$ cat src/rtl/map_pkg.sv
// Shared collision-map definitions: default grid dimensions, writer FSM encoding
// and the {row, column} address packing that the collision reader also uses.
package map_pkg;

  localparam int MAP_XW_DEF = 5;
  localparam int MAP_YW_DEF = 5;

  localparam logic [1:0] ST_IDLE = 2'd0;
  localparam logic [1:0] ST_FILL = 2'd1;
  localparam logic [1:0] ST_FIN  = 2'd2;

  // Row occupies the upper bits and column the lower xw bits; the caller keeps
  // the low (row width + xw) bits of the result.
  function automatic logic [31:0] pack_addr(input logic [15:0] row,
                                            input logic [15:0] col,
                                            input int          xw);
    return ({16'd0, row} << xw) | {16'd0, col};
  endfunction

endpackage

$ cat src/rtl/map_rect_scan.sv
// Column-fastest raster counter over an inclusive rectangle; bounds are
// captured on start, last flags the final (y1, x1) cell.
module map_rect_scan #(
  parameter int XW = 5,
  parameter int YW = 5
) (
  input  logic          sys_clk,
  input  logic          rst_n,
  input  logic          start,
  input  logic          step,
  input  logic [XW-1:0] x0,
  input  logic [XW-1:0] x1,
  input  logic [YW-1:0] y0,
  input  logic [YW-1:0] y1,
  output logic [XW-1:0] col,
  output logic [YW-1:0] row,
  output logic          last
);

  logic [XW-1:0] x0_q;
  logic [XW-1:0] x1_q;
  logic [YW-1:0] y1_q;

  // NOTE: reset is synchronous (sampled on the clock edge), so it sits inside the
  // clocked branch rather than in the sensitivity list.
  always_ff @(posedge sys_clk) begin
    if (!rst_n) begin
      x0_q <= '0;
      x1_q <= '0;
      y1_q <= '0;
      col  <= '0;
      row  <= '0;
    end else if (start) begin
      x0_q <= x0;
      x1_q <= x1;
      y1_q <= y1;
      col  <= x0;
      row  <= y0;
    end else if (step) begin
      if (col == x1_q) begin
        col <= x0_q;
        row <= row + 1'b1;
      end else begin
        col <= col + 1'b1;
      end
    end
  end

  // Termination is by comparison, never by overflow, so a bound of the maximum
  // index ends the scan cleanly.
  assign last = (col == x1_q) && (row == y1_q);

endmodule

$ cat src/rtl/block_map_writer.sv
// Collision-map rectangle filler: one write per cycle over an accepted rectangle.
// Optional macro BLOCK_MAP_WRITER_CLEAR_EN adds clr_req for a full-map clear to 0.
module block_map_writer
  import map_pkg::*;
#(
  parameter int MAP_XW = MAP_XW_DEF,
  parameter int MAP_YW = MAP_YW_DEF
) (
  input  logic                     sys_clk,
  input  logic                     rst_n,
  input  logic                     cmd_valid,
  output logic                     cmd_ready,
  input  logic [MAP_XW-1:0]        cmd_x0,
  input  logic [MAP_XW-1:0]        cmd_x1,
  input  logic [MAP_YW-1:0]        cmd_y0,
  input  logic [MAP_YW-1:0]        cmd_y1,
  input  logic                     cmd_val,
`ifdef BLOCK_MAP_WRITER_CLEAR_EN
  input  logic                     clr_req,
`endif
  output logic                     we,
  output logic [MAP_YW+MAP_XW-1:0] waddr,
  output logic                     wdata,
  output logic                     busy,
  output logic                     done,
  output logic                     err
);

  localparam int AW = MAP_YW + MAP_XW;

  logic [1:0]        state;
  logic              val_q;
  logic              err_q;
  logic              cmd_fire;
  logic              cmd_ok;
  logic              start;
  logic              start_val;
  logic              last;
  logic [MAP_XW-1:0] sx0, sx1, col;
  logic [MAP_YW-1:0] sy0, sy1, row;
  logic [31:0]       addr_full;
  logic              unused_addr_hi;

  assign cmd_fire = cmd_valid && cmd_ready;
  assign cmd_ok   = (cmd_x1 >= cmd_x0) && (cmd_y1 >= cmd_y0);

`ifdef BLOCK_MAP_WRITER_CLEAR_EN
  logic clr_fire;

  // A clear wins over a simultaneous command, which stays pending because
  // cmd_ready is withheld in that cycle.
  assign clr_fire  = (state == ST_IDLE) && clr_req;
  assign cmd_ready = rst_n && (state == ST_IDLE) && !clr_req;
  assign start     = clr_fire || (cmd_fire && cmd_ok);
  assign start_val = clr_fire ? 1'b0 : cmd_val;
  assign sx0       = clr_fire ? '0 : cmd_x0;
  assign sx1       = clr_fire ? '1 : cmd_x1;
  assign sy0       = clr_fire ? '0 : cmd_y0;
  assign sy1       = clr_fire ? '1 : cmd_y1;
`else
  assign cmd_ready = rst_n && (state == ST_IDLE);
  assign start     = cmd_fire && cmd_ok;
  assign start_val = cmd_val;
  assign sx0       = cmd_x0;
  assign sx1       = cmd_x1;
  assign sy0       = cmd_y0;
  assign sy1       = cmd_y1;
`endif

  map_rect_scan #(
    .XW (MAP_XW),
    .YW (MAP_YW)
  ) u_scan (
    .sys_clk (sys_clk),
    .rst_n   (rst_n),
    .start   (start),
    .step    ((state == ST_FILL) && !last),
    .x0      (sx0),
    .x1      (sx1),
    .y0      (sy0),
    .y1      (sy1),
    .col     (col),
    .row     (row),
    .last    (last)
  );

  // NOTE: all state updates use non-blocking assignments so every register sees
  // the pre-edge values of the others, independent of statement order.
  always_ff @(posedge sys_clk) begin
    if (!rst_n) begin
      state <= ST_IDLE;
      val_q <= 1'b0;
      err_q <= 1'b0;
    end else begin
      err_q <= cmd_fire && !cmd_ok;
      case (state)
        ST_IDLE: if (start) begin
          state <= ST_FILL;
          val_q <= start_val;
        end
        ST_FILL: if (last) state <= ST_FIN;
        ST_FIN:  state <= ST_IDLE;
        default: state <= ST_IDLE;
      endcase
    end
  end

  assign addr_full      = pack_addr(16'(row), 16'(col), MAP_XW);
  assign waddr          = addr_full[AW-1:0];
  assign unused_addr_hi = ^addr_full[31:AW];

  assign we    = (state == ST_FILL);
  assign wdata = we && val_q;
  assign busy  = (state != ST_IDLE);
  assign done  = (state == ST_FIN);
  assign err   = err_q;

endmodule
$ cat config.mk
export PLATFORM = sky130hd
export DESIGN_NAME = block_map_writer
export DESIGN_NICKNAME = d
export VERILOG_FILES = /design/src/rtl/map_pkg.sv /design/src/rtl/map_rect_scan.sv /design/src/rtl/block_map_writer.sv
export SDC_FILE = /design/constraint.sdc
export NUM_CORES = 1
export LEC_CHECK = 0
export CAP_MARGIN = 20
export CORE_UTILIZATION = 51
export CTS_BUF_LIST = sky130_fd_sc_hd__clkbuf_8
export DETAILED_ROUTE_END_ITERATION = 7
export PLACE_DENSITY_LB_ADDON = 0.25
export SYNTH_ARGS = -nofsm -noshare
export SYNTH_HDL_FRONTEND = slang
export SYNTH_SLANG_ARGS = --single-unit
$ cat constraint.sdc
create_clock -name sys_clk -period 2.2 [get_ports sys_clk]
set_clock_uncertainty 0.1 [all_clocks]
set_input_delay 0.22 -clock sys_clk [delete_from_list [all_inputs] [get_ports sys_clk]]
set_output_delay 0.22 -clock sys_clk [all_outputs]
set_load 0.03 [all_outputs]
---- After elaboration in Yosys (flattened, before gate mapping) ----
Index checks and enable logic that the tools add are counted.
word-level totals
  flip-flop bits (word level) ............. 29
  input bits .............................. 24
  output and inout port bits .............. 16
operators by class
  $add $sub $neg .......................... 2
  $lt $le $gt $ge ......................... 2
  eq/ne operators ......................... 6
  multiplexer cells ....................... 9
  bitwise logic cells ..................... 1
  reductions and logical operators ........ 17
operators by type and width
  cell                                                   count
  two-way mux 5 bit                                      6
  adder 5 x 1 -> 5 bit, second input constant            2
  == test 5 bit                                          2
  >= comparator 5 bit                                    2
  OR 10 x 5 -> 10 bit                                    1
  logical AND 1 bit                                      8
  AND reduction 2 bit                                    3
  nonzero test 2 bit                                     3
  two-way mux 2 bit                                      2
  case mux 2 bit (2 select lines)                        1
  == test 2 x 1 -> 1 bit, second input constant          1
  == test 2 bit, second input constant                   1
  zero test 1 bit                                        2
  zero test 2 bit                                        1
  inequality test 2 x 1 -> 1 bit, second input constant  1
  inequality test 2 bit, second input constant           1

---- Depth between registers and ports, before layout ----
  word-level depth ........................ 6
  gate-level depth with buffers ........... 10
  mapped depth without buffers ............ 8

---- Hierarchy ----
A second synthesis with hierarchy kept.
second synthesis, totals
  cell total of the unflattened synthesis .. 195
  area, all modules ....................... 1726.7 µm²
modules (own cells, without submodules)
  module            instances  cells an instance  area an instance (µm²)  sequential area each (µm²)
  map_rect_scan     1          141                1295.0                  500.5
  block_map_writer  1          54                 431.7                   80.1

---- Worst setup path after synthesis ----
OpenSTA, ideal clock, no wires.
  kind .................................... input to register
  from .................................... input port rst_n
  to ...................................... register u_scan.x0_q[3]
  arrival ................................. 2.173 ns
  required time ........................... 1.968 ns
  slack ................................... -0.205 ns
  stages on the path ...................... 9
  path buffers ............................ 3
  path through ............................ buf_2 -> inv_2 -> nor3_1 -> nand2_1 -> or3_1 -> clkbuf_1 -> clkbuf_1 -> nand2_1 -> a21oi_1
between the ends
  cells in the longest elaborated chain, start to end .. 3
ends and longest elaborated chain
  what                  line                    source
  from (decl)           block_map_writer.sv:10  input logic rst_n,
  logical AND 1 bit     block_map_writer.sv:61  assign cmd_ready = rst_n && (state == ST_IDLE);
  via cmd_ready         block_map_writer.sv:12  output logic cmd_ready,
  logical AND 1 bit     block_map_writer.sv:44  assign cmd_fire = cmd_valid && cmd_ready;
  logical AND 1 bit     block_map_writer.sv:62  assign start = cmd_fire && cmd_ok;
  to (signal assigned)  map_rect_scan.sv:28     x0_q <= '0;
  to (signal assigned)  map_rect_scan.sv:34     x0_q <= x0;
  to (decl)             map_rect_scan.sv:20     logic [XW-1:0] x0_q;
The timed path passes the listed nets, and every way through them passes these cells.
A chain may end at the register's enable or synchronous reset.

---- Worst setup path in the final report ----
  from .................................... input port cmd_y0[1]
  to ...................................... register val_q
between the ends
  cells in the longest elaborated chain, start to end .. 4
ends and longest elaborated chain
  what                                  line                    source
  from (decl)                           block_map_writer.sv:15  input logic [MAP_YW-1:0] cmd_y0,
  >= comparator 5 bit                   block_map_writer.sv:45  assign cmd_ok = (cmd_x1 >= cmd_x0) && (cmd_y1 >= cmd_y0);
  logical AND 1 bit                     block_map_writer.sv:45
  logical AND 1 bit                     block_map_writer.sv:62
  AND reduction 2 bit (no source line)  --
  to (signal assigned)                  block_map_writer.sv:99  val_q <= start_val;
  to (decl)                             block_map_writer.sv:32  logic val_q;
Every way passes these cells.

==> impl_metrics.py <==
metrics = {
    "sta": {
        "hold_slack_ns": 0.2323,
        "period_minus_slack_ns": 2.106,
        "max_slew_margin": 0.7050,
        "hold_viol": 0,
        "tightest_slew_ns": 0.4425,
        "timing.fmax_mhz": 474.8,
        "finalSetupViolations": 0,
        "final-max-slew-violation-count": 0,
        "finalCritPeriodShare": 0.9573,
        "fin_ws_ns": 0.09386,
    },
    "place": {
        "dp.cells": 302,
        "dp_hpwl_um": 3047,
        "place_ws_ns": -0.3761,
        "io_buffers": 39,
        "gp_congestion": 0.8130,
    },
    "synthesis": {
        "synth_seq_area_share": 0.3499,
        "synth-seq-cells": 29,
        "ys.flop_type": "dfxtp_1",
        "syn_nets": 241,
        "postSynth.asyncResetShare": 0,
        "synth_enable_flop_cells": 0,
        "yosysWarnings": 0,
        "synth.cell_area_um2": 1659,
        "synthDistinctLibCells": 38,
        "synthCells": 205,
        "syn_avg_cell_area_um2": 8.093,
    },
    "route": {
        "drt_iter0_drc": 70,
        "wl_per_cell_um": 13.02,
        "via_per_inst": 5.252,
        "routed_wl_um": 4075,
        "drc": 0,
        "firstDrtPassIters": 4,
        "num_vias": 1644,
        "antenna_left": 0,
    },
    "final_layout": {
        "area_delta_synth_final_pct": 44.65,
        "nNetsFinal": 304,
        "fin_cells": 313,
        "utilization": 0.7797,
        "drive_gt1_frac": 0.2007,
        "n_antenna_cell": 0,
    },
    "die": {
        "die_area_um2": 3485,
        "io_pins": 40,
        "rows": 20,
        "die_w_um": 59.04,
        "die_h_um": 59.04,
        "core_area_um2": 3078,
        "initial_core_util": 0.5390,
    },
    "worst_setup_path": {
        "cpLargestDelayFamily": "buffers and inverters",
        "crit_path_end_kind": "register",
        "crit_path_max_fanout": 7,
        "crit_type": "input pin to register",
        "crit_buf_inv": 5,
        "rrSetupSlack_ns": 0.14,
        "crit_required_ns": 2.31,
        "cp-start-kind": "input pin",
        "crit_chain": "clkdlybuf4s50_1, inv_1, ha_1, nand2_1, o21ai_2, a31oi_2, buf_4, nor3_2, buf_4, buf_4, nand2_1, a21oi_1",
        "worst_path_max_delay_cell": "clkdlybuf4s50_1",
        "cpMostUsedCell": "buf_4",
        "cp.arrival_ns": 2.21,
        "slowest_delay_ns": 0.47,
    },
    "power_and_ir_drop": {
        "comb_power_share": 0.259,
        "clkPwrFrac": 0.307,
        "seq_power_share": 0.433,
        "fin_total_pwr_mw": 1.297,
        "p_sw_frac": 0.2872,
        "vdd_ir_drop_max_uv": 338.1,
        "p_leak_nw": 0.9956,
        "p_per_area_nw_per_um2": 540.4,
        "p_switching_mw": 0.3725,
        "intPower_mw": 0.9243,
    },
    "clocking": {
        "clkTransAtPathRegs_ns": 0.06,
        "clkSinkCount": 29,
        "cts_root_buf": "clkbuf_8",
        "cts_tree": "yes",
        "htreeDepth": 2,
        "cts_made_buffers": 5,
        "postCtsHoldBufs": 0,
        "clock_latency_ns": 0.28,
        "clk_path_buf_depth": 2,
    },
    "grt": {
        "busiest_layer": "met2",
        "antenna_found_initial": 0,
        "grt_pass1_wl_um": 6520,
        "grt_max_degree": 23,
        "overflow": 0,
        "grtUsageMet3": 0.06987,
        "grt.met2_usage": 0.4659,
        "grt_pass1_vias": 1524,
        "grtUsageTotal": 0.2561,
        "grtUsageMet1": 0.2665,
    },
    "hold_path": {
        "hp-class": "input pin to register",
    },
    "flow_run": {
        "maxCapViolations": 0,
    },
    "run_status": {
        "status": "finished, final reports clean",
    },
}
==> worst reg2reg max path: cells and delay by family, from the launching register on <==
family                 cells  cell delay, ns
AO/OA/AOI/OAI              1            0.12
XOR/XNOR                   1            0.22
buffers and inverters      1            0.20
flip-flops                 1            0.35
multiplexers               1            0.34
AND/OR/NAND/NOR            3            0.67
==> kinds of logic (layout without fill, tap and decap cells) <==
| family | Yosys count | in the layout | share of synthesized area |
|---|---|---|---|
| AND/OR/NAND/NOR | 69 | 69 | 0.1916 |
| adder cells (fa/ha/maj) | 12 | 12 | 0.09050 |
| XOR/XNOR | 13 | 13 | 0.07768 |
| AO/OA/AOI/OAI | 48 | 48 | 0.1674 |
| buffers and inverters | 24 | 88 | 0.06033 |
| flip-flops | 29 | 29 | 0.3499 |
| multiplexers | 10 | 10 | 0.06259 |
==> cell usage in the layout, fill, tap and decap left out, types with 3 or more instances in the layout <==
master / instances
nand2_1: 39
clkdlybuf4s50_1: 37
dfxtp_1: 25
buf_4: 25
a21oi_1: 24
inv_1: 17
ha_1: 11
nor2_1: 9
xnor2_1: 8
mux2i_1: 7
clkbuf_8: 5
nand3_1: 4
nor3_1: 4
o21ai_0: 4
dfxtp_2: 4
nor2b_1: 3
xor2_1: 3
o22ai_1: 3
==> worst paths after layout <==
check | start | endpoint | cells past startpoint
max | cmd_y0[1] | val_q | 12
min | cmd_y0[2] | u_scan.row[2] | 3
max reg2reg | u_scan.col[0] | u_scan.row[2] | 7
min reg2reg | u_scan.x0_q[4] | u_scan.x0_q[4] | 2
==> per-layer routing <==
metal	wire, um	vias to the layer above
met3	185	16
met4	127	0
met1	1669	751
met2	2093	49
li1	-	828
met5	0	-
==> area by class of cell <==
type                    instances  area [um^2]
clock buffers                   5        68.82
flip-flops and latches         29        585.6
inverters                      15        56.30
clock inverters                 3        11.26
multi-input cells             152         1030
repair buffers                 65        593.1
well taps                      44        55.05
fillers                       246        678.2
==> synth_stat cells, drive strengths merged, types with 2 or more instances <==
master | n | area, um^2
nand2 | 39 | 146.4
dfxtp | 29 | 580.6
a21oi | 26 | 133.9
inv | 15 | 56.30
ha | 12 | 150.1
xnor2 | 10 | 102.6
nor2 | 9 | 33.78
mux2i | 7 | 70.07
nor3 | 7 | 46.30
o21ai | 7 | 35.03
clkbuf | 6 | 22.52
nand3 | 4 | 20.02
a31oi | 3 | 18.77
buf | 3 | 21.27
mux2 | 3 | 33.78
nor2b | 3 | 18.77
o22ai | 3 | 18.77
xor2 | 3 | 26.28
a21o | 2 | 15.01
a22oi | 2 | 15.01
==> stage by stage <==
| stage | TNS [ns] | instance area, um^2 |
|---|---|---|
| finish | 0 | 2400 |
| global route | -0.008601 | 2400 |
| CTS | -0.005904 | 2326 |
| detailed placement | -7.869 | 2246 |
| global placement | -6.014 | 2246 |
| floorplan | 0 | 1669 |
==> sequential cells by signal, summed over array words and instances, names as in the netlist <==
register and flops:
val_q 1, u_scan.y1_q 5, u_scan.x1_q 5, u_scan.row 5
u_scan.x0_q 5, err 1, state 2, u_scan.col 5
==> repair_timing <==
action,CTS,global route
resized for setup,1,12
setup buffers,0,3
gates cloned,0,0
pin swaps,0,4
endpoints found under the setup margin,9,18
==> power by group through the flow <==
stage / clock network, mW / registers, mW / logic [mW]
6_report: 0.399 / 0.562 / 0.336
5_1_grt: 0.428 / 0.564 / 0.366
4_1_cts: 0.406 / 0.562 / 0.323
3_5_place_dp: 0 / 0.573 / 0.320
3_3_place_gp: 0 / 0.572 / 0.313
2_1_floorplan: 0 / 0.587 / 0.158
Note: power is estimated with default switching activity, not from simulation.
